`src/rtl/sram_ctrl.sv`:
```
// sram_ctrl: request-side controller for a single-port synchronous SRAM macro.
//
// Accepts single-word writes and incrementing read bursts over a valid/ready
// request channel. Drives the macro CS/WE/addr/data_in pins. Returns read beats
// over a valid/ready response channel that supports backpressure.
//
// Build option: define SRAM_CTRL_WR_COMP_EN to pre-subtract WR_OFFSET from the
// write address. The macro adds WR_OFFSET on writes, so with this option a
// write to A lands in the word that a read of A returns. Read addresses are
// never modified.
//
// Ports:
//   clk, rst_n                 clock, async active-low reset
//   req_valid/req_ready        request handshake
//   req_we, req_addr, req_len  1=write / 0=read burst, word address, beats-1
//   req_wdata                  write data
//   rsp_valid/rsp_ready        response handshake
//   rsp_data, rsp_last         read beat data, final beat of the burst
//   busy                       controller not idle
//   sram_cs, sram_we           macro strobes
//   sram_addr, sram_wdata      macro address / write data (hold between strobes)
//   sram_rdata                 macro read data (valid the cycle after a read strobe)
//
// States:
//   IDLE     | ready for a request
//   WRITE    | one-cycle write strobe
//   RD_ISSUE | one-cycle read strobe at the current address
//   RD_WAIT  | macro output settles, captured into rsp_data
//   RD_RESP  | beat presented, waiting for rsp_ready

module sram_ctrl #(
    parameter int ADDR      = 8,
    parameter int WIDTH     = 32,
    parameter int LEN_W     = 4,
    parameter int WR_OFFSET = 15
) (
    input  logic             clk,
    input  logic             rst_n,
    input  logic             req_valid,
    output logic             req_ready,
    input  logic             req_we,
    input  logic [ADDR-1:0]  req_addr,
    input  logic [LEN_W-1:0] req_len,
    input  logic [WIDTH-1:0] req_wdata,
    output logic             rsp_valid,
    input  logic             rsp_ready,
    output logic [WIDTH-1:0] rsp_data,
    output logic             rsp_last,
    output logic             busy,
    output logic             sram_cs,
    output logic             sram_we,
    output logic [ADDR-1:0]  sram_addr,
    output logic [WIDTH-1:0] sram_wdata,
    input  logic [WIDTH-1:0] sram_rdata
);

    typedef enum logic [2:0] {
        IDLE,
        WRITE,
        RD_ISSUE,
        RD_WAIT,
        RD_RESP
    } state_t;

`ifdef SRAM_CTRL_WR_COMP_EN
    localparam bit WR_COMP = 1'b1;
`else
    localparam bit WR_COMP = 1'b0;
`endif

    state_t           state, state_nxt;
    logic [LEN_W-1:0] len_q;
    logic [LEN_W-1:0] cnt_q;
    logic [ADDR-1:0]  addr_q;
    logic [WIDTH-1:0] wdata_q;
    logic [WIDTH-1:0] rdata_q;
    logic [ADDR-1:0]  wr_addr;
    logic             accept;
    logic             last_beat;
    logic             beat_done;

    // Modulo-2^ADDR subtraction falls out of the fixed-width arithmetic.
    assign wr_addr   = WR_COMP ? (req_addr - ADDR'(WR_OFFSET)) : req_addr;
    assign accept    = (state == IDLE) && req_valid;
    assign last_beat = (cnt_q == len_q);
    assign beat_done = (state == RD_RESP) && rsp_ready;

    always_ff @(posedge clk or negedge rst_n) begin
        if (!rst_n) begin
            state <= IDLE;
        end else begin
            state <= state_nxt;
        end
    end

    always_comb begin
        state_nxt = state;
        req_ready = 1'b0;
        sram_cs   = 1'b0;
        sram_we   = 1'b0;
        rsp_valid = 1'b0;
        rsp_last  = 1'b0;
        busy      = 1'b1;
        case (state)
            IDLE: begin
                req_ready = 1'b1;
                busy      = 1'b0;
                if (req_valid) begin
                    state_nxt = req_we ? WRITE : RD_ISSUE;
                end
            end
            WRITE: begin
                sram_cs   = 1'b1;
                sram_we   = 1'b1;
                state_nxt = IDLE;
            end
            RD_ISSUE: begin
                sram_cs   = 1'b1;
                state_nxt = RD_WAIT;
            end
            RD_WAIT: begin
                state_nxt = RD_RESP;
            end
            RD_RESP: begin
                rsp_valid = 1'b1;
                rsp_last  = last_beat;
                if (rsp_ready) begin
                    state_nxt = last_beat ? IDLE : RD_ISSUE;
                end
            end
            default: begin
                state_nxt = IDLE;
            end
        endcase
    end

    // addr_q doubles as the macro address pin: it is only rewritten on accept
    // or beat advance, so it holds its value outside the strobe states.
    always_ff @(posedge clk or negedge rst_n) begin
        if (!rst_n) begin
            len_q   <= '0;
            cnt_q   <= '0;
            addr_q  <= '0;
            wdata_q <= '0;
            rdata_q <= '0;
        end else begin
            if (accept) begin
                len_q <= req_len;
                cnt_q <= '0;
                if (req_we) begin
                    addr_q  <= wr_addr;
                    wdata_q <= req_wdata;
                end else begin
                    addr_q <= req_addr;
                end
            end
            if (state == RD_WAIT) begin
                rdata_q <= sram_rdata;
            end
            if (beat_done && !last_beat) begin
                addr_q <= addr_q + 1'b1;
                cnt_q  <= cnt_q + 1'b1;
            end
        end
    end

    assign sram_addr  = addr_q;
    assign sram_wdata = wdata_q;
    assign rsp_data   = rdata_q;

endmodule

```
`config.mk`:
```
export PLATFORM = sky130hd
export DESIGN_NAME = sram_ctrl
export DESIGN_NICKNAME = d
export VERILOG_FILES = /design/src/rtl/sram_ctrl.sv
export SDC_FILE = /design/constraint.sdc
export NUM_CORES = 1
export LEC_CHECK = 0
export BUFFER_PORTS_ARGS = -buffer_cell sky130_fd_sc_hd__buf_2
export CAP_MARGIN = 0
export CORE_MARGIN = 2
export CORE_UTILIZATION = 40
export CTS_BUF_LIST = sky130_fd_sc_hd__clkbuf_4 sky130_fd_sc_hd__clkbuf_8
export CTS_CLUSTER_DIAMETER = 200
export DETAILED_ROUTE_END_ITERATION = 8
export PLACE_DENSITY = 0.74
export SETUP_SLACK_MARGIN = 0.1
export SYNTH_ARGS = -nofsm -noshare
export SYNTH_HDL_FRONTEND = slang
export SYNTH_SLANG_ARGS = --single-unit
```
`constraint.sdc`:
```
create_clock -name clk -period 5.4 [get_ports clk]
set_clock_uncertainty 0.2 [all_clocks]
set_input_delay 0.27 -clock clk [delete_from_list [all_inputs] [get_ports clk]]
set_output_delay 0.27 -clock clk [all_outputs]
set_load 0.05 [all_outputs]
```
==> impl_summary.txt <==
----------------------------------------------------
[Run]
  Max-cap violations ... 0

[Logic synthesis]
  Xor and xnor area share after synthesis ... under 10%
  Cell count after synthesis ... between 200 and 250
  Proportion of synthesized area in mux cells ... around a quarter
  Synthesized area ... about 0.0036 mm²
  Average cell area after synthesis ... about 15 µm²
  Count of synthesis-stage warnings from yosys ... 0
  Simple-gate portion of the synthesized area ... between 7 and 8%
  Adder and majority gate portion of the synthesized area ... less than 1%
  Synthesized-area fraction occupied by ao, oa, aoi and oai cells ... between 3 and 4%
  Post-synthesis net count ... 329
  Dominant combinational cell family by area after synthesis ... multiplexers
  Flip-flop and latch count after synthesis ... 83
  Register area share after synthesis ... between 50% and 60%
  Synth unique cells ... 37

[Final layout]
  Ratio of cells with drive above 1 in the final layout ... 51.4%
  Finished Layout Cells ... ~590
  Commonest cells after routing, fill and taps aside ... buf_2 (157), dfrtp_1 (83), dlygate4sd3_1 (75)
  Area overhead of the layout relative to synthesis ... 48.4%
  Post-layout utilization of the core ... 61.4%
  Number of filler cells placed in the layout ... 686
  Leading cell type in the layout, fill and taps excluded ... buf_2
  Final nets ... ~560
  Ant diodes ... 0
  Summed area of non-filler cells in the final layout ... between 0.005 and 0.006 mm²

[Clock network]
  Post-cts repair resize count ... 0
  Total clock buffers created by CTS ... 9
  Clock-pin slew on the worst setup and hold paths ... around 0.080 ns
  Setup Fix Bufs, Post-CTS ... 0
  TritonCTS clock tree ... done
  Clock latency reported for the late side of the worst-skew pair ... between 0.3 and 0.4 ns
  Clk Tree Root Cell ... clkbuf_8
  H-Tree Level Count ... 3
  CTS sink cnt ... between 80 and 90
  CTS max path bufs ... 2

[Floorplan]
  Die outline width ... between 90 and 100 µm
  Number of rows in the core area ... 34
  Height of the die ... around 99 µm
  Initial core utilization ... about two fifths
  Core ar. ... 0.00876 mm²
  DIE AREA ... roughly 0.01 mm²
  Number of placed I/O pins ... 159

[Global routing]
  Vias in the first global route ... just over 3000
  Met3 global-route usage ... 4.71%
  Global-route congestion overflow total ... 0
  Met1 GRT Util ... 22.4%
  Initial antenna violation count ... 0
  Maximum number of pins on one net before global-route repair ... 84
  Global routing met2 resource utilization ... 33.7%
  Peak-usage layer in the global routing report ... met2
  GR Util All Layers ... roughly a fifth
  Global-route wire length before repair ... between 10000 and 15000 µm

[Placement]
  Routability congestion estimate ... approximately 0.79
  IO Port Bufs ... between 150 and 200
  DP Area ... approximately 0.0044 mm²
  Placed instance count ... ~500
  Detailed placer's ending HPWL ... approximately 5400 µm
  Dpl ws ... 2.87 ns

[Timing]
  Slew @ Worst Pin ... between 1 and 1.5 ns
  Setup TNS ... 0 ns
  Relative slew margins ... 29.6%
  Max-slew violation count ... 0
  Final count of negative-setup-slack endpoints ... 0
  Time the final worst path needs with I/O delays and setup ... about 2.5 ns
  Max Clock Freq ... 394 MHz
  Worst-case setup margin in the final layout ... between 2 and 3 ns
  Final Hold Fails ... 0
  Final Cycle Share ... between 40% and 50%
  RSZ-0062 raised after global routing ... false
  Worst Hold Slack ... 0.00991 ns

[Pwr]
  Leakage power of the design ... between 2 and 3 nW
  Pwr per Cell Area ... slightly below 700 mW/mm²
  Worst vdd rail ir drop ... 0.314 mV
  Total design power ... approximately 3.7 mW

[Route]
  Number of DRC markers in iteration 0 ... between 40 and 50
  Final ANT Viol Nets ... 0
  Drt drc ... 0
  Via count ... about 2800
  Routed vias/inst ... 4.79
  First-pass DRT Iterations ... 4
  Total wire length ... 9070 µm
  WL/cell ... 15.3 µm

[Critical path]
  Worst EP arrival ... 2.57 ns
  Minimum setup slack among reg-to-reg paths ... 2.86 ns
  Crit end category ... register
  CP required ... 5.43 ns
  Terminus of the critical flop-to-flop path ... sram_addr[3]
  R2r startpoint ... state[0]
  Critical Path Fanout Max ... 23
  Worst Path Class, Setup ... register to register
  Cell count of the worst reg-to-reg path ... 4
  Kind of start point of the critical path ... register

[Hold path]
  Terminating pin of the worst hold path ... sram_addr[7]
  Number of cells on the worst hold path ... 3
  Worst min-delay path class ... input port to register
  Hold Startpoint ... req_addr[7]

[Run status]
  Result of the run ... completed

----------------------------------------------------
[synthesized netlist by cell type, drive strengths merged]
master | n | area (µm²)
a211oi | 3 | 22.5
a21oi | 2 | 10.0
a221o | 2 | 20.0
a22o | 1 | 8.76
a311oi | 2 | 17.5
a32oi | 1 | 8.76
a41oi | 1 | 16.3
and2 | 1 | 8.76
and3 | 3 | 18.8
and4 | 3 | 26.3
buf | 12 | 130
dfrtp | 83 | 2080
ha | 2 | 25.0
inv | 6 | 22.5
mux2 | 68 | 878
mux2i | 2 | 20.0
nand2 | 18 | 86.3
nand3 | 4 | 20.0
nand3b | 1 | 7.51
nand4 | 1 | 6.26
nand4bb | 1 | 11.3
nor2 | 8 | 30.0
nor2b | 1 | 6.26
nor3 | 5 | 36.3
nor3b | 2 | 15.0
o21ai | 5 | 25.0
or2 | 1 | 6.26
xnor2 | 6 | 52.6
xor2 | 1 | 8.76
[per-layer routing]
metal	part of all wire [%]	up-vias
met5	0	-
met4	2.0	0
met3	5.9	14
met2	52	94
met1	40	1392
li1	-	1334
[worst max-delay path by stage]
stage,start,end,cells after the start
2_1_floorplan,state[2],sram_wdata[0],6
3_3_place_gp,state[0],sram_addr[3],4
3_5_place_dp,state[0],sram_addr[3],4
4_1_cts,state[0],sram_addr[3],4
5_1_grt,state[0],sram_addr[3],4
6_report,state[0],sram_addr[3],4
[worst max-delay path, cell delays in order (launching register included)]
cell,delay (ns)
dfrtp_1,0.48
nand4bb_1,0.27
a41oi_2,0.78
mux2_2,0.41
a221o_1,0.28
[area by class of cell]
cell class,count,area (µm²),share of cell area (%)
clock buffer,12,146,2.72
clock inverter,4,51.3,0.954
inverter,6,22.5,0.419
multi-input combinational,145,1390,25.9
sequential,83,2080,38.6
tap,108,135,2.51
timing repair buffer,234,1550,28.9
[what timing repair did]
action / CTS / global route
hold endpoints to repair: 157 / 0
hold buffers: 75 / 0
endpoints found under the setup margin: 0 / 0
[power breakdown]
| part | switching, mW | internal, mW | total (mW) | leakage [nW] |
|---|---|---|---|---|
| logic | 1.47 | 0.669 | 2.14 | 1.60 |
| clock network | 0.216 | 0.230 | 0.446 | 0.101 |
| registers | 0.202 | 0.927 | 1.13 | 0.989 |
| total | 1.89 | 1.83 | 3.71 | 2.69 |
[registers in the layout (all words and copies together), names as in the netlist]
| signal | count |
|---|---|
| sram_wdata | 32 |
| sram_addr | 8 |
| cnt_q | 4 |
| rsp_data | 32 |
| len_q | 4 |
| state | 3 |
[cells by family after synthesis]
logic type / after synthesis
and+or+nand+nor: 49
adders and majority gates: 2
muxes: 70
buffers and inverters: 18
xor gates and xnor gates: 7
AOI/OAI and AO/OA: 17
DFF: 83
(Power assumes the default switching activity.)
